===== src/rtl/flash_boot_copy.sv =====
// flash_boot_copy
// ---------------------------------------------------------------------------
// Copies WORDS 32-bit words from flash (starting at word address SRC_BASE) to
// RAM (starting at word address DST_BASE) over a Wishbone master port. The
// copy is done in chunks of up to CHUNK = 2**BUF_ADDR_BITS words. Each chunk
// is read as an incrementing burst into a local buffer, followed by one idle
// cycle, then written back as an incrementing burst, followed by one idle
// cycle.
//
// Optional feature: define FLASH_BOOT_CSUM_EN to build an additive checksum
// of every word read (csum). Without it csum is tied to zero and no
// accumulator exists.
//
// Ports
//   clk, rst        single clock, synchronous active-high reset
//   start           one-cycle copy request (ignored while busy)
//   busy            copy in progress
//   done            last copy finished; cleared by the next accepted start
//   csum            additive checksum of the words read (or 0)
//   wbm_*           Wishbone master: cyc/stb/we, word address [31:2],
//                   cti (010 incrementing, 111 end of burst), bte=00,
//                   sel=1111, write data out, read data/ack in
// ---------------------------------------------------------------------------
module flash_boot_copy #(
  parameter logic [29:0] SRC_BASE      = 30'h3F80_0000,
  parameter logic [29:0] DST_BASE      = 30'h0000_0000,
  parameter int unsigned WORDS         = 4096,
  parameter int unsigned BUF_ADDR_BITS = 4
) (
  input  logic        clk,
  input  logic        rst,
  input  logic        start,
  output logic        busy,
  output logic        done,
  output logic [31:0] csum,
  output logic        wbm_cyc_o,
  output logic        wbm_stb_o,
  output logic [31:2] wbm_addr_o,
  output logic [2:0]  wbm_cti_o,
  output logic [1:0]  wbm_bte_o,
  output logic [3:0]  wbm_sel_o,
  output logic        wbm_we_o,
  output logic [31:0] wbm_data_o,
  input  logic [31:0] wbm_data_i,
  input  logic        wbm_ack_i
);

  localparam int unsigned CHUNK = 1 << BUF_ADDR_BITS;
  localparam logic [24:0] CHUNK_W = 25'(CHUNK);
  localparam logic [24:0] WORDS_W = 25'(WORDS);
  localparam logic [BUF_ADDR_BITS:0] CHUNK_LEN = (BUF_ADDR_BITS + 1)'(CHUNK);
  localparam logic [BUF_ADDR_BITS:0] LEN_ONE = (BUF_ADDR_BITS + 1)'(1);
  localparam logic [BUF_ADDR_BITS-1:0] BEAT_ONE = BUF_ADDR_BITS'(1);
  localparam logic [2:0] CTI_CLASSIC = 3'b000;
  localparam logic [2:0] CTI_INCR = 3'b010;
  localparam logic [2:0] CTI_END = 3'b111;

  typedef enum logic [2:0] {
    IDLE  = 3'd0,
    RD    = 3'd1,
    GAP_R = 3'd2,
    WR    = 3'd3,
    GAP_W = 3'd4,
    FIN   = 3'd5
  } state_t;

  state_t                   state;
  logic [24:0]              remaining;
  logic [24:0]              offset;
  logic [BUF_ADDR_BITS-1:0] beat;
  logic [BUF_ADDR_BITS:0]   len;
  logic [31:0]              buf_mem [CHUNK];

  logic                     accept;
  logic                     beat_ack;
  logic                     last_beat;
  logic                     next_last;
  logic [BUF_ADDR_BITS-1:0] beat_nxt;

  // Length of the next chunk: the smaller of CHUNK and the words still to go.
  function automatic logic [BUF_ADDR_BITS:0] chunk_len(input logic [24:0] rem);
    if (rem >= CHUNK_W) begin
      chunk_len = CHUNK_LEN;
    end else begin
      chunk_len = rem[BUF_ADDR_BITS:0];
    end
  endfunction

  // Cycle type of the first beat of a burst of length n.
  function automatic logic [2:0] first_cti(input logic [BUF_ADDR_BITS:0] n);
    first_cti = (n == LEN_ONE) ? CTI_END : CTI_INCR;
  endfunction

  assign wbm_bte_o = 2'b00;
  assign wbm_sel_o = 4'b1111;

  // A start is taken in IDLE, or in FIN once the one-cycle busy of an empty
  // copy has dropped; everywhere else it is ignored.
  assign accept    = start & ((state == IDLE) | ((state == FIN) & ~busy));
  // Acks are only meaningful while a strobe is outstanding.
  assign beat_ack  = wbm_stb_o & wbm_ack_i;
  assign beat_nxt  = beat + BEAT_ONE;
  assign last_beat = ({1'b0, beat} == (len - LEN_ONE));
  assign next_last = ({1'b0, beat_nxt} == (len - LEN_ONE));

  // Capture each acknowledged read word into the chunk buffer.
  always_ff @(posedge clk) begin
    if ((state == RD) && beat_ack) begin
      buf_mem[beat] <= wbm_data_i;
    end
  end

  // Copy sequencer: all bus outputs and status flags are registered here.
  always_ff @(posedge clk) begin
    if (rst) begin
      state      <= IDLE;
      busy       <= 1'b0;
      done       <= 1'b0;
      wbm_cyc_o  <= 1'b0;
      wbm_stb_o  <= 1'b0;
      wbm_we_o   <= 1'b0;
      wbm_cti_o  <= CTI_CLASSIC;
      wbm_addr_o <= 30'h0;
      wbm_data_o <= 32'h0;
      remaining  <= 25'h0;
      offset     <= 25'h0;
      beat       <= '0;
      len        <= '0;
    end else if (accept) begin
      busy      <= 1'b1;
      done      <= 1'b0;
      remaining <= WORDS_W;
      offset    <= 25'h0;
      beat      <= '0;
      if (WORDS_W == 25'h0) begin
        // Nothing to copy: spend a single busy cycle in FIN, no bus cycle.
        state <= FIN;
      end else begin
        state      <= RD;
        len        <= chunk_len(WORDS_W);
        wbm_cyc_o  <= 1'b1;
        wbm_stb_o  <= 1'b1;
        wbm_we_o   <= 1'b0;
        wbm_addr_o <= SRC_BASE;
        wbm_cti_o  <= first_cti(chunk_len(WORDS_W));
      end
    end else begin
      case (state)
        IDLE: begin
          state <= IDLE;
        end
        RD: begin
          if (beat_ack) begin
            if (last_beat) begin
              wbm_cyc_o <= 1'b0;
              wbm_stb_o <= 1'b0;
              wbm_cti_o <= CTI_CLASSIC;
              beat      <= '0;
              state     <= GAP_R;
            end else begin
              beat       <= beat_nxt;
              wbm_addr_o <= wbm_addr_o + 30'h1;
              wbm_cti_o  <= next_last ? CTI_END : CTI_INCR;
            end
          end
        end
        GAP_R: begin
          // Buffer entry 0 was written at least one edge ago, so it can be
          // presented together with the first write strobe.
          state      <= WR;
          wbm_cyc_o  <= 1'b1;
          wbm_stb_o  <= 1'b1;
          wbm_we_o   <= 1'b1;
          wbm_addr_o <= DST_BASE + {5'h0, offset};
          wbm_cti_o  <= first_cti(len);
          wbm_data_o <= buf_mem[0];
        end
        WR: begin
          if (beat_ack) begin
            if (last_beat) begin
              wbm_cyc_o <= 1'b0;
              wbm_stb_o <= 1'b0;
              wbm_we_o  <= 1'b0;
              wbm_cti_o <= CTI_CLASSIC;
              beat      <= '0;
              remaining <= remaining - 25'(len);
              offset    <= offset + 25'(len);
              state     <= GAP_W;
            end else begin
              beat       <= beat_nxt;
              wbm_addr_o <= wbm_addr_o + 30'h1;
              wbm_cti_o  <= next_last ? CTI_END : CTI_INCR;
              wbm_data_o <= buf_mem[beat_nxt];
            end
          end
        end
        GAP_W: begin
          if (remaining != 25'h0) begin
            state      <= RD;
            len        <= chunk_len(remaining);
            wbm_cyc_o  <= 1'b1;
            wbm_stb_o  <= 1'b1;
            wbm_we_o   <= 1'b0;
            wbm_addr_o <= SRC_BASE + {5'h0, offset};
            wbm_cti_o  <= first_cti(chunk_len(remaining));
          end else begin
            state <= FIN;
            busy  <= 1'b0;
            done  <= 1'b1;
          end
        end
        FIN: begin
          busy <= 1'b0;
          done <= 1'b1;
        end
        default: begin
          state     <= IDLE;
          busy      <= 1'b0;
          done      <= 1'b0;
          wbm_cyc_o <= 1'b0;
          wbm_stb_o <= 1'b0;
          wbm_we_o  <= 1'b0;
          wbm_cti_o <= CTI_CLASSIC;
        end
      endcase
    end
  end

`ifdef FLASH_BOOT_CSUM_EN
  logic [31:0] csum_acc;

  // Running sum of every acknowledged read word, cleared when a copy starts.
  always_ff @(posedge clk) begin
    if (rst) begin
      csum_acc <= 32'h0;
    end else if (accept) begin
      csum_acc <= 32'h0;
    end else if ((state == RD) && beat_ack) begin
      csum_acc <= csum_acc + wbm_data_i;
    end
  end

  assign csum = csum_acc;
`else
  assign csum = 32'h0000_0000;
`endif

endmodule


===== config.mk =====
export PLATFORM = sky130hd
export DESIGN_NAME = flash_boot_copy
export DESIGN_NICKNAME = d
export VERILOG_FILES = /design/src/rtl/flash_boot_copy.sv
export SDC_FILE = /design/constraint.sdc
export NUM_CORES = 1
export LEC_CHECK = 0
export ABC_AREA = 0
export ABC_CLOCK_PERIOD_IN_PS = 5400
export CELL_PAD_IN_SITES_DETAIL_PLACEMENT = 1
export CELL_PAD_IN_SITES_GLOBAL_PLACEMENT = 1
export CORE_ASPECT_RATIO = 0.9
export CORE_MARGIN = 4
export CORE_UTILIZATION = 38
export DETAILED_ROUTE_END_ITERATION = 8
export HOLD_SLACK_MARGIN = 0.1
export PLACE_DENSITY_LB_ADDON = 0.1
export SLEW_MARGIN = 20
export SYNTH_ARGS = -nofsm -noshare
export SYNTH_HDL_FRONTEND = slang
export SYNTH_SLANG_ARGS = --single-unit

===== constraint.sdc =====
create_clock -name clk -period 5.4 [get_ports clk]
set_clock_uncertainty 0.05 [all_clocks]
set_input_delay 0.81 -clock clk [delete_from_list [all_inputs] [get_ports clk]]
set_output_delay 0.81 -clock clk [all_outputs]
set_load 0.02 [all_outputs]

### Word-level counts from Yosys, hierarchy flattened

Memories as Yosys holds them, arrays and structs flattened.
Cells that the tools add are included.

| word-level totals | value |
|---|---|
| memory bits (writable) | 512 |
| input port bits | 36 |
| register bits after elaboration | 131 |
| output and inout port bits | 108 |
| memories | 1 |

| cells by class | value |
|---|---|
| bitwise gates (word level) | 10 |
| reductions and logical operators | 32 |
| equality and inequality tests | 30 |
| mux-type cells | 50 |
| $add $sub $neg | 6 |
| magnitude comparators | 1 |

Memory list:

| name | depth | bits a word | rd ports | clocked after memory_dff | wr ports | RTL line | RTL |
|---|---|---|---|---|---|---|---|
| buf_mem | 16 | 32 | 2 | 0 | 1 | 72 | `logic [31:0] buf_mem [CHUNK];` |

Operators with widths:

| operator | number |
|---|---|
| 30-bit two-way mux | 4 |
| 30-bit case mux with 3 select lines | 1 |
| 32-bit two-way mux | 2 |
| 32-bit case mux with 2 select lines | 1 |
| 13-bit two-way mux | 4 |
| 5-bit two-way mux | 8 |
| 3-bit two-way mux | 11 |
| 30-bit by 1-bit adder with 30-bit output, second input constant | 1 |
| 24-bit by 26-bit adder with 27-bit output, first input constant | 1 |
| 25-bit by 5-bit adder with 25-bit output | 1 |
| 25-bit by 5-bit >= comparator with 1-bit output, second input constant | 1 |
| 25-bit nonzero test | 1 |
| 25-bit by 5-bit subtractor with 25-bit output | 1 |
| 3-bit != test, second input constant | 7 |
| 4-bit AND reduction | 5 |
| 2-bit != test, second input constant | 9 |
| 3-bit case mux with 5 select lines | 1 |
| 3-bit case mux with 4 select lines | 1 |
| 3-bit AND reduction | 4 |
| 2-bit nonzero test | 6 |
| 1-bit two-way mux | 11 |
| 4-bit by 5-bit equality test with 1-bit output | 2 |
| 5-bit by 1-bit equality test with 1-bit output, second input constant | 2 |
| 2-bit AND reduction | 5 |
| other kinds (23) | 39 |

### Logic depth before layout (Yosys ltp)

Gate-level depths: netlist of run 1.

| depth | value |
|---|---|
| depth after elaboration | 11 |
| mapped depth | 11 |
| depth with buffers taken out | 9 |

### Least setup slack after synthesis of run 1

Ideal clock, no wire load.

| timing | value |
|---|---|
| path kind | in2reg |
| start point | input port wbm_ack_i |
| end point | memory buf_mem[3][0], enable pin |
| arrival time | 3.631 ns |
| required time | 4.889 ns |
| stages on the path | 5 |
| setup time | 0.461 ns |
| slack | 1.258 ns |
| cells stage by stage | and2_1 nand2_1 nor2_1 nand2_1 nor3_1 |

| between the ends | value |
|---|---|
| word-level cells in the longest chain between the ends | 4 |

Ends and longest elaborated chain:

| what | RTL line | RTL |
|---|---|---|
| start, declared | 45 | `input logic wbm_ack_i` |
| 1-bit bitwise AND | 101 | `assign beat_ack = wbm_stb_o & wbm_ack_i;` |
| 1-bit logical AND | 108 | `if ((state == RD) && beat_ack) begin` |
| 1-bit two-way mux | 108 |  |
| 1-bit two-way mux (implied by the code) | 109 | `buf_mem[beat] <= wbm_data_i;` |
| end, declared | 72 |  |

Every way passes these cells.

### Final worst setup path of run 1

| timing | value |
|---|---|
| start point | register state[0] |
| end point | register wbm_addr_o[22] (netlist bit) |

| between the ends | value |
|---|---|
| word-level cells in the longest chain between the ends | 5 |

Ends and longest elaborated chain:

| what | RTL line | RTL |
|---|---|---|
| start, declared | 67 | `state_t state;` |
| start signal, assigned | 116 | `state <= IDLE;` |
| start signal, assigned | 137 | `state <= FIN;` |
| start signal, assigned | 139 | `state <= RD;` |
| 3-bit equality test | 99 | `assign accept = start & ((state == IDLE) \| ((state == FIN) & ~busy));` |
| 1-bit bitwise AND | 99 |  |
| 1-bit OR | 99 |  |
| 1-bit bitwise AND | 99 |  |
| 2-bit OR reduction (no source line) | -- |  |
| end signal, assigned | 162 | `wbm_addr_o <= wbm_addr_o + 30'h1;` |
| end signal, assigned | 174 | `wbm_addr_o <= DST_BASE + {5'h0, offset};` |
| end signal, assigned | 191 | `wbm_addr_o <= wbm_addr_o + 30'h1;` |
| end, declared | 38 | `output logic [31:2] wbm_addr_o,` |

Several ways; a longest one is shown, not always the timed one.
A chain may end at the register's enable or synchronous reset.

==> results of run 1 <==
-- layer usage --
layer | vias up | global-route usage [%]
met4 | 0 | 4.57
met1 | 8243 | 26.3
met2 | 291 | 33.6
met5 | - | 0
li1 | 6885 | -
met3 | 104 | 3.54
-- power by group through the flow --
| stage | registers, mW | clock network [mW] | logic, mW |
|---|---|---|---|
| final | 5.37 | 4.61 | 0.365 |
| after floorplan | 5.48 | 0 | 0.209 |
| after CTS | 5.37 | 4.77 | 0.370 |
| after global placement | 5.48 | 0 | 0.361 |
| after global routing | 5.37 | 4.97 | 0.396 |
| after detailed placement | 5.48 | 0 | 0.370 |
-- worst max-delay path, cell delays in order, from the launching register on --
cell	delay [ps]
dfxtp_1	770
nor2b_4	270
buf_4	790
o2111a_1	460
a211o_1	810
a211oi_1	100
nor4_1	270
-- final cells by class --
class,count,area [um2],area share [%]
inverters,24,90.1,0.288
repair buffers,154,1640,5.22
clock inverters,34,342,1.09
well taps,930,1160,3.71
clock buffers,90,1870,5.96
multi-input cells,921,8240,26.3
flip-flops and latches,642,18000,57.4
-- synth_stat cells, types with 6 or more instances --
| master | count |
|---|---|
| buf_1 | 12 |
| nor2b_1 | 7 |
| o31ai_1 | 10 |
| o21ai_1 | 10 |
| a31oi_1 | 9 |
| edfxtp_1 | 512 |
| nand3_1 | 59 |
| mux4_2 | 160 |
| ha_1 | 18 |
| nor2_1 | 121 |
| a211oi_1 | 13 |
| or4_1 | 9 |
| xor2_1 | 20 |
| dfxtp_1 | 130 |
| o21ai_0 | 24 |
| nor3_1 | 40 |
| nand2_1 | 101 |
| nand2b_1 | 7 |
| and3_1 | 11 |
| nand4_1 | 12 |
| nor3b_1 | 8 |
| inv_1 | 23 |
| a21oi_1 | 71 |
| a311oi_1 | 33 |
| xnor2_1 | 17 |
| buf_4 | 43 |
| o211ai_1 | 9 |
| buf_2 | 31 |
| or3_1 | 19 |
| o32ai_1 | 6 |
| nor4_1 | 8 |
| clkbuf_1 | 55 |
-- cell families (layout without fill, tap and decap cells) --
| group | count (synthesis) | count (layout) | synth area share [%] |
|---|---|---|---|
| buf+inv | 165 | 302 | 3.07 |
| compound gates | 241 | 241 | 6.19 |
| fa+ha+maj | 20 | 20 | 0.992 |
| simple gates | 421 | 421 | 7.60 |
| flops | 642 | 642 | 67.3 |
| xor+xnor | 38 | 38 | 1.27 |
| other cells | 2 | 38 | 0.0281 |
| mux | 163 | 163 | 13.6 |
-- worst max path at each step --
stage	start	end	slack (ps)	cells after the start
after CTS	beat[0]	wbm_data_o[19]	1650	6
after detailed placement	wbm_ack_i	buf_mem[10][26]	1540	7
after global routing	beat[0]	wbm_data_o[19]	1490	6
after floorplan	wbm_ack_i	buf_mem[3][0]	1260	5
final	state[0]	wbm_addr_o[22]	1780	6
after global placement	wbm_ack_i	buf_mem[15][6]	1420	6
-- stage by stage --
stage	area, um2	hold WS (ps)	instances
floorplan	26900	396	1728
global placement	28800	420	2659
detailed placement	29100	425	2671
CTS	31300	435	2795
global route	31300	457	2795
finish	31300	437	2795
-- layout by cell type, fill, tap and decap left out, types with 10 or more instances in the layout --
cell	netlist	layout
edfxtp_1	512	512
mux4_2	160	160
dfxtp_1	130	128
nor2_1	121	109
clkdlybuf4s50_1	0	104
nand2_1	101	101
a21oi_1	71	71
clkbuf_16	0	70
nand3_1	59	59
conb_1	2	38
nor3_1	40	36
buf_4	43	36
a311oi_1	33	33
o21ai_0	24	24
inv_1	23	23
xor2_1	20	19
or3_1	19	19
xnor2_1	17	17
ha_1	18	17
clkbuf_1	55	16
a211oi_1	13	13
nor2_4	0	12
nand4_1	12	12
and3_1	11	11
clkinv_1	0	11
clkinv_2	0	11
o21ai_1	10	10
o31ai_1	10	10
-- flip-flops by register name, summed over array words and instances (netlist names) --
register    count
busy            1
remaining      25
wbm_we_o        1
wbm_data_o     32
state           3
wbm_addr_o     30
offset         25
len             5
beat            4
wbm_cti_o       2
buf_mem       512
done            1
wbm_stb_o       1
==> Implementation_results.wiki, run 1 <==
{| class="wikitable"
! Metric !! Value
|-
| Wire length on met1 || 31900 um
|-
| Worst Slack Setup Final || 1780 ps
|-
| Global-route total usage across every layer || 19.7%
|-
| RD Place Congestion || 0.752
|-
| Post-CTS setup buffer count || 0
|-
| Pin count of the biggest net entering global routing || 65
|-
| Minimum clock period after layout || 3620 ps
|-
| Fraction of power spent switching nets || 21.9%
|-
| Clock sinks || 642
|-
| Data required time of the critical path || 5860 ps
|-
| Maximum level of the CTS H-tree || 3
|-
| Final setup vio count || 0
|-
| Routed vias || 15.5k
|-
| Antenna violations before repair || 0
|-
| Overall die area || 0.0747 mm2
|-
| Share of post-route cells with drive strength above 1 || 18.7%
|-
| Peak VDD IR || 0.254 mV
|-
| Nature of the critical path endpoint || register
|-
| CTS buffer count || 70
|-
| I/O pin total || 144
|-
| Tcrit/Tclk final || 67.1%
|-
| Post-synthesis cell type count || 71
|-
| Number of global-route vias before repair || 16.6k
|-
| Detail-routed net length per standard cell || 26.1 um
|-
| Count of mapped cells out of synthesis || 1692
|-
| Clock Tree Buf Depth || 3
|-
| Y dimension of the die || 260 um
|-
| Highest fanout seen on the critical path || 59
|-
| Met2 WL post-DR || 36700 um
|-
| Total iterations of the first detailed-routing run || 5
|-
| Final hold violation count || 0
|-
| Detailed Route Iter0 Violations || 1024
|-
| Biggest area contributors in the synthesized netlist || edfxtp_1 58%, mux4_2 13%, dfxtp_1 9.7%
|-
| Antenna Diode Count || 0
|-
| Die X-Extent || 288 um
|-
| Layout-stage area growth over the synthesis result || 17.2%
|-
| Total of max-cap violations || 0
|-
| Remaining design rule violation count || 0
|-
| HPWL Detailed || 44800 um
|-
| Leakage || 9.74 nW
|-
| Yosys reg bits || 642
|-
| Total chip power || 10.3 mW
|-
| Remaining max-slew budget at the tightest pin || 33.1%
|-
| Crit Path Category || register to register
|-
| Nature of the critical path startpoint || register
|-
| Count of cells along the worst hold path || 2
|-
| Outcome || finished, final reports clean
|-
| Crit path DAT || 4090 ps
|-
| Util after Layout || 45.3%
|-
| Number of warning messages in the yosys log || 0
|-
| Max Fclk || 0.276 GHz
|-
| Fraction of synthesis flops using an asynchronous set or reset pin || 0%
|-
| Final-report max-slew violation count || 0
|-
| Switching Power || 2.26 mW
|-
| First-pass GRT wire length || 110000 um
|-
| Cell area after synthesis || 0.0267 mm2
|-
| Routed vias/inst || 5.55
|-
| Post-synthesis average cell area || 15.8 um2
|-
| Remaining global-route overflow || 0
|-
| Register-to-register setup slack || 1780 ps
|-
| Met3 Routed Length || 2920 um
|-
| Worst slew pin tran || 1000 ps
|-
| Pre-CTS setup slack || 1540 ps
|-
| Clock network fraction of total power || 44.6%
|-
| Hold path start || offset[2]
|-
| CTS tree || yes
|-
| Portion of the post-synthesis area used by sequential elements || 67.3%
|-
| Most used flip-flop cell after synthesis || edfxtp_1
|-
| Internal Dissipation || 8.08 mW
|-
| Combinational power share || 3.5%
|-
| Summed negative setup slack over all endpoints || 0 ps
|-
| Worst min-delay path endpoint || offset[2]
|-
| Unrepaired setup endpoints after global routing || no
|-
| Worst skew pair latency || 610 ps
|-
| Number of routed nets with antenna violations || 0
|-
| Fill cell total of the finished layout || 6729
|-
| Startpoint of the worst register-to-register path || state[0]
|-
| Critical R2R Capture || wbm_addr_o[22]
|-
| Number of cell rows || 91
|-
| Net total in the final layout || 1869
|-
| Hold WC Path Type || register to register
|-
| Std-Cell Core Area || 0.0691 mm2
|-
| Cts-stage hold buffer count || 0
|-
| Post-CTS resize count || 0
|-
| Reg2Reg Depth || 6
|-
| Initial cell density of the core || 38.7%
|-
| Cell taking the most area after synthesis || edfxtp_1
|-
| Proportion of netlist area held by the largest area contributor || 57.5%
|-
| Port Buffer Count || 105
|-
| Power Density || 330 mW/mm2
|-
| Clock tree root buffer cell || clkbuf_16
|-
| Overall routed net length || 72900 um
|-
| Sequential power share || 51.9%
|-
| Clock-pin slew of the registers on the worst-case setup and hold paths || 60 ps
|-
| Top metal layer carrying routed signals || met4
|-
| Number of synthesized flops with an enable pin || 512
|}
(Power assumes the default switching activity.)
==> run 2, diff against run 1 <==
--- a/config.mk
+++ b/config.mk
@@ -6,7 +6,7 @@
 export NUM_CORES = 1
 export LEC_CHECK = 0
 export ABC_AREA = 0
-export ABC_CLOCK_PERIOD_IN_PS = 5400
+export ABC_CLOCK_PERIOD_IN_PS = 3200
 export CELL_PAD_IN_SITES_DETAIL_PLACEMENT = 1
 export CELL_PAD_IN_SITES_GLOBAL_PLACEMENT = 1
 export CORE_ASPECT_RATIO = 0.9
==> constraint.sdc (replaced) <==
create_clock -name clk -period 3.2 [get_ports clk]
set_clock_uncertainty 0.05 [all_clocks]
set_input_delay 0.48 -clock clk [delete_from_list [all_inputs] [get_ports clk]]
set_output_delay 0.48 -clock clk [all_outputs]
set_load 0.02 [all_outputs]
==> Implementation_results.wiki, run 2 (same netlist as run 1, synthesis figures left out) <==
{| class="wikitable"
! Metric !! Value
|-
| Clock network fraction of total power || 45.0%
|-
| Crit Path Category || register to register
|-
| Startpoint of the worst register-to-register path || len[1]
|-
| Clock Tree Buf Depth || 3
|-
| First-pass GRT wire length || 108000 um
|-
| Biggest registers after layout || buf_mem x512, wbm_data_o x32, wbm_addr_o x30
|-
| Clock tree root buffer cell || clkbuf_16
|-
| Detail-routed net length per standard cell || 25.4 um
|-
| Final setup vio count || 0
|-
| Biggest register || buf_mem
|-
| Routed vias/inst || 5.54
|-
| Cell total after placement || 2694
|-
| Max Fclk || 0.341 GHz
|-
| Worst slew pin tran || 921 ps
|-
| Area of placed instances || 0.0294 mm2
|-
| Detailed Route Iter0 Violations || 1011
|-
| Met3 Routed Length || 3580 um
|-
| Total of max-cap violations || 0
|-
| Data required time of the critical path || 3670 ps
|-
| Minimum clock period after layout || 2940 ps
|-
| Register-to-register setup slack || 260 ps
|-
| Antenna Diode Count || 0
|-
| Sequential power share || 51.2%
|-
| Worst skew pair latency || 610 ps
|-
| HPWL Detailed || 45600 um
|-
| Post-CTS setup buffer count || 0
|-
| Number of global-route vias before repair || 16.5k
|-
| Net total in the final layout || 1893
|-
| Remaining global-route overflow || 0
|-
| Port Buffer Count || 105
|-
| Met2 WL post-DR || 32900 um
|-
| Routed vias || 15.6k
|-
| Post-Layout Inst Area || 0.0317 mm2
|-
| Clock sinks || 642
|-
| Nature of the critical path endpoint || register
|-
| Overall routed net length || 71600 um
|-
| Total number of cells along the worst setup path || 9
|-
| Hold path start || rst
|-
| Global-route total usage across every layer || 19.3%
|-
| CTS buffer count || 71
|-
| Final hold violation count || 0
|-
| Slowest CP cell || or4_1
|-
| Switching Power || 3.80 mW
|-
| Antenna violations before repair || 3
|-
| Ordered cell list for the critical path || inv_1 -> ha_1 -> o21ba_1 -> a221oi_2 -> o2111a_1 -> buf_12 -> inv_2 -> or4_1 -> a21oi_1
|-
| Cts-stage hold buffer count || 0
|-
| Number of cell rows || 91
|-
| Post-CTS resize count || 0
|-
| Number of routed nets with antenna violations || 0
|-
| Cell class contributing the biggest share of worst-path delay || compound AO/OA/AOI/OAI gates
|-
| Most common library cell in the layout ignoring fill and taps || edfxtp_1
|-
| Top metal layer carrying routed signals || met4
|-
| Leakage || 9.89 nW
|-
| Clock-pin slew of the registers on the worst-case setup and hold paths || 60 ps
|-
| Maximum level of the CTS H-tree || 3
|-
| RD Place Congestion || 0.760
|-
| Overall die area || 0.0747 mm2
|-
| Final-report max-slew violation count || 0
|-
| Share of post-route cells with drive strength above 1 || 19.9%
|-
| Hold WC Path Type || primary input to register
|-
| Y dimension of the die || 260 um
|-
| Combinational power share || 3.7%
|-
| Unrepaired setup endpoints after global routing || no
|-
| Largest stage delay on the critical path || 500 ps
|-
| Timing startpoint of the critical path || len[1]
|-
| Buffering stage count on the worst path with inverters included || 3
|-
| Die X-Extent || 288 um
|-
| Remaining design rule violation count || 0
|-
| Leading cell types in the layout, fill and taps excluded || 512 x edfxtp_1, 160 x mux4_2, 128 x dfxtp_1, 109 x nor2_1, 104 x clkdlybuf4s50_1
|-
| I/O pin total || 144
|-
| Remaining max-slew budget at the tightest pin || 38.5%
|-
| CTS tree || yes
|-
| Tcrit/Tclk final || 91.8%
|-
| Nature of the critical path startpoint || register
|-
| Non-filler cells in the finished layout || 2823
|-
| Summed negative setup slack over all endpoints || 0 ps
|-
| Highest fanout seen on the critical path || 31
|-
| Max reg flops || 512
|-
| Wire length on met1 || 33700 um
|-
| Pin count of the biggest net entering global routing || 86
|-
| Outcome || finished, final reports clean
|-
| Peak VDD IR || 0.333 mV
|-
| Initial cell density of the core || 38.7%
|-
| Crit path DAT || 3410 ps
|-
| Std-Cell Core Area || 0.0691 mm2
|-
| Internal Dissipation || 13.9 mW
|-
| Critical R2R Capture || remaining[11]
|-
| Total iterations of the first detailed-routing run || 4
|-
| Reg2Reg Depth || 9
|-
| Capturing element of the worst setup path || remaining[11]
|-
| Fraction of power spent switching nets || 21.5%
|-
| Power Density || 558 mW/mm2
|-
| Layout-stage area growth over the synthesis result || 18.6%
|}
[run 2: worst min path at each step]
stage / slack (ps) / cells after the start / end
6_report: 330 / 2 / remaining[12]
5_1_grt: 340 / 2 / remaining[12]
4_1_cts: 320 / 2 / remaining[12]
3_5_place_dp: 430 / 2 / remaining[15]
3_3_place_gp: 420 / 2 / remaining[15]
2_1_floorplan: 400 / 2 / remaining[15]
[run 2: final cells by class]
| cell class | instances | area, um2 |
|---|---|---|
| clock inverter | 28 | 246 |
| clock buffer | 101 | 2040 |
| timing repair buffer | 177 | 1900 |
| fill | 6722 | 37400 |
| tap | 930 | 1160 |
| sequential | 642 | 18000 |
| multi-input combinational | 921 | 8260 |
| inverter | 24 | 90.1 |
[run 2: power groups by stage]
stage	Sequential [mW]	Clock (mW)	Combinational, mW
CTS	9.06	8.20	0.671
finish	9.06	7.96	0.663
global route	9.06	8.55	0.720
floorplan	9.24	0	0.353
global placement	9.23	0	0.654
detailed placement	9.24	0	0.669
[run 2: metal layers]
metal	up-vias	GRT usage, %
li1	6937	-
met1	8268	28.6
met2	339	29.7
met3	99	3.67
met4	0	4.50
met5	-	0
[run 2: worst reg2reg max path, delay by kind of cell (launching register included)]
kind / cells / cell delay [ps]
buffers and inverters: 3 / 470
flip-flops: 1 / 440
AND/OR/NAND/NOR: 1 / 500
adder cells (fa/ha/maj): 1 / 330
AO/OA/AOI/OAI: 4 / 1070
[run 2: per-stage QoR]
stage | utilization [%] | power (mW) | hold WS [ps] | setup WS, ps
5_1_grt | 45.8 | 18.3 | 343 | 56.1
2_1_floorplan | - | 9.59 | 396 | 7.16
6_report | 45.8 | 17.7 | 331 | 263
3_3_place_gp | 42.5 | 9.89 | 425 | 304
4_1_cts | 45.8 | 17.9 | 323 | 275
3_5_place_dp | 42.5 | 9.90 | 426 | 292
==> run 3, diff against run 2 <==
--- a/config.mk
+++ b/config.mk
@@ -6,7 +6,7 @@
 export NUM_CORES = 1
 export LEC_CHECK = 0
 export ABC_AREA = 0
-export ABC_CLOCK_PERIOD_IN_PS = 3200
+export ABC_CLOCK_PERIOD_IN_PS = 3650
 export CELL_PAD_IN_SITES_DETAIL_PLACEMENT = 1
 export CELL_PAD_IN_SITES_GLOBAL_PLACEMENT = 1
 export CORE_ASPECT_RATIO = 0.9
==> constraint.sdc (replaced) <==
create_clock -name clk -period 3.65 [get_ports clk]
set_clock_uncertainty 0.05 [all_clocks]
set_input_delay 0.5475 -clock clk [delete_from_list [all_inputs] [get_ports clk]]
set_output_delay 0.5475 -clock clk [all_outputs]
set_load 0.02 [all_outputs]
==> Implementation_results.wiki, run 3 (same netlist as run 1, synthesis figures left out) <==
{| class="wikitable"
! Metric !! Value
|-
| Outcome || finished, final reports clean
|-
| Total iterations of the first detailed-routing run || 5
|-
| Post-Layout Inst Area || 0.0316 mm2
|-
| Peak VDD IR || 0.327 mV
|-
| Unrepaired setup endpoints after global routing || no
|-
| Largest stage delay on the critical path || 470 ps
|-
| Port Buffer Count || 105
|-
| Remaining max-slew budget at the tightest pin || 36.8%
|-
| Tcrit/Tclk final || 83.3%
|-
| Clock tree root buffer cell || clkbuf_16
|-
| Layout-stage area growth over the synthesis result || 18.1%
|-
| CTS tree || yes
|-
| Total of max-cap violations || 0
|-
| Share of post-route cells with drive strength above 1 || 19.1%
|-
| Cell class contributing the biggest share of worst-path delay || compound AO/OA/AOI/OAI gates
|-
| Std-Cell Core Area || 0.0691 mm2
|-
| Final-report max-slew violation count || 0
|-
| I/O pin total || 144
|-
| Clock sinks || 642
|-
| Routed vias || 15.4k
|-
| Area of placed instances || 0.0292 mm2
|-
| Final setup vio count || 0
|-
| Summed negative setup slack over all endpoints || 0 ps
|-
| Max reg flops || 512
|-
| Antenna violations before repair || 1
|-
| Most common library cell in the layout ignoring fill and taps || edfxtp_1
|-
| Minimum clock period after layout || 3040 ps
|-
| Hold WC Path Type || primary input to register
|-
| Post-CTS setup buffer count || 0
|-
| Number of global-route vias before repair || 16.5k
|-
| Worst slew pin tran || 946 ps
|-
| Highest fanout seen on the critical path || 26
|-
| Die X-Extent || 288 um
|-
| Number of routed nets with antenna violations || 0
|-
| Net total in the final layout || 1881
|-
| Cts-stage hold buffer count || 0
|-
| Buffering stage count on the worst path with inverters included || 2
|-
| Overall routed net length || 68400 um
|-
| Final hold violation count || 0
|-
| Nature of the critical path endpoint || register
|-
| Worst skew pair latency || 610 ps
|-
| Maximum level of the CTS H-tree || 3
|-
| Worst hold slack || 447 ps
|-
| CTS buffer count || 72
|-
| Overall die area || 0.0747 mm2
|-
| Power Density || 496 mW/mm2
|-
| Fill cell total of the finished layout || 6711
|-
| Data required time of the critical path || 4130 ps
|-
| Post-CTS resize count || 0
|-
| First-pass GRT wire length || 104000 um
|-
| Initial cell density of the core || 38.7%
|-
| Remaining global-route overflow || 0
|-
| RD Place Congestion || 0.741
|-
| Y dimension of the die || 260 um
|-
| Global-route total usage across every layer || 18.4%
|-
| Max Fclk || 0.329 GHz
|-
| Detailed Route Iter0 Violations || 807
|-
| Routed vias/inst || 5.48
|-
| Clock-pin slew of the registers on the worst-case setup and hold paths || 50 ps
|-
| Ordered cell list for the critical path || inv_1 -> ha_1 -> o21ba_1 -> a221oi_2 -> o2111a_1 -> buf_12 -> nand3_1 -> or3_1 -> a21oi_1
|-
| Biggest registers after layout || buf_mem x512, wbm_data_o x32, wbm_addr_o x30
|-
| HPWL Detailed || 42800 um
|-
| Biggest register || buf_mem
|-
| Leading cell types in the layout, fill and taps excluded || 512 x edfxtp_1, 160 x mux4_2, 128 x dfxtp_1, 109 x nor2_1, 104 x clkdlybuf4s50_1
|-
| Clock Tree Buf Depth || 3
|-
| Crit Path Category || register to register
|-
| Remaining design rule violation count || 0
|-
| Leakage || 9.82 nW
|-
| Nature of the critical path startpoint || register
|-
| Pin count of the biggest net entering global routing || 65
|-
| Crit path DAT || 3520 ps
|-
| Detail-routed net length per standard cell || 24.3 um
|-
| Number of cell rows || 91
|-
| Slowest CP cell || o2111a_1
|}
[run 3: changes by cell type in the layout (fill, tap and decap cells not counted), sizes merged]
cell / delta
diode: +1
buf: -13
clkbuf: -4
inv: +2
bufinv: +4
clkinv: -3
[run 3: path summary, 6_finish.rpt]
| check | startpoint | end | slack, ps | cells past startpoint |
|---|---|---|---|---|
| worst min-delay path | rst | remaining[20] | 450 | 3 |
| worst max-delay path | len[1] | offset[21] | 610 | 9 |
| worst min register to register | wbm_addr_o[19] | wbm_addr_o[19] | 450 | 2 |
| worst max register to register | len[1] | offset[21] | 610 | 9 |
[run 3: final cells by class]
class / count / area, um2 / area share, %
diodes: 1 / 2.50 / 0.00793
clock buffers: 97 / 1970 / 6.24
clock inverters: 31 / 353 / 1.12
inverters: 24 / 90.1 / 0.285
multi-input cells: 921 / 8260 / 26.2
flip-flops and latches: 642 / 18000 / 57.0
well taps: 930 / 1160 / 3.69
repair buffers: 164 / 1740 / 5.51
[run 3: report_power, final]
part	internal (mW)	total, mW	leakage [nW]	switching [mW]
clock	4.23	7.16	1.13	2.92
combinational	0.180	0.539	3.04	0.358
sequential	7.91	7.95	5.65	0.0315
total	12.3	15.6	9.82	3.31
[run 3: routing by layer]
metal,wire [um],up-vias,track usage (%),part of all wire [%]
li1,-,6917,-,-
met4,1050,0,4.04,1.5
met2,33700,240,30.6,49
met1,31300,8153,25.6,46
met5,0,-,0,0
met3,2400,78,3.03,3.5
[run 3: through the flow]
| step | cells | total power [mW] | utilization, % | setup WS [ps] |
|---|---|---|---|---|
| finish | 2810 | 15.6 | 45.7 | 611 |
| global route | 2809 | 16.2 | 45.7 | 432 |
| CTS | 2809 | 15.9 | 45.7 | 618 |
| detailed placement | 2681 | 8.65 | 42.3 | 494 |
| global placement | 2681 | 8.63 | 42.3 | 522 |
| floorplan | 1728 | 8.41 | - | 457 |
[run 3: worst min-delay path, cell delays in order]
cell and delay (ps):
buf_2 100, nand2b_2 330, a21oi_1 70
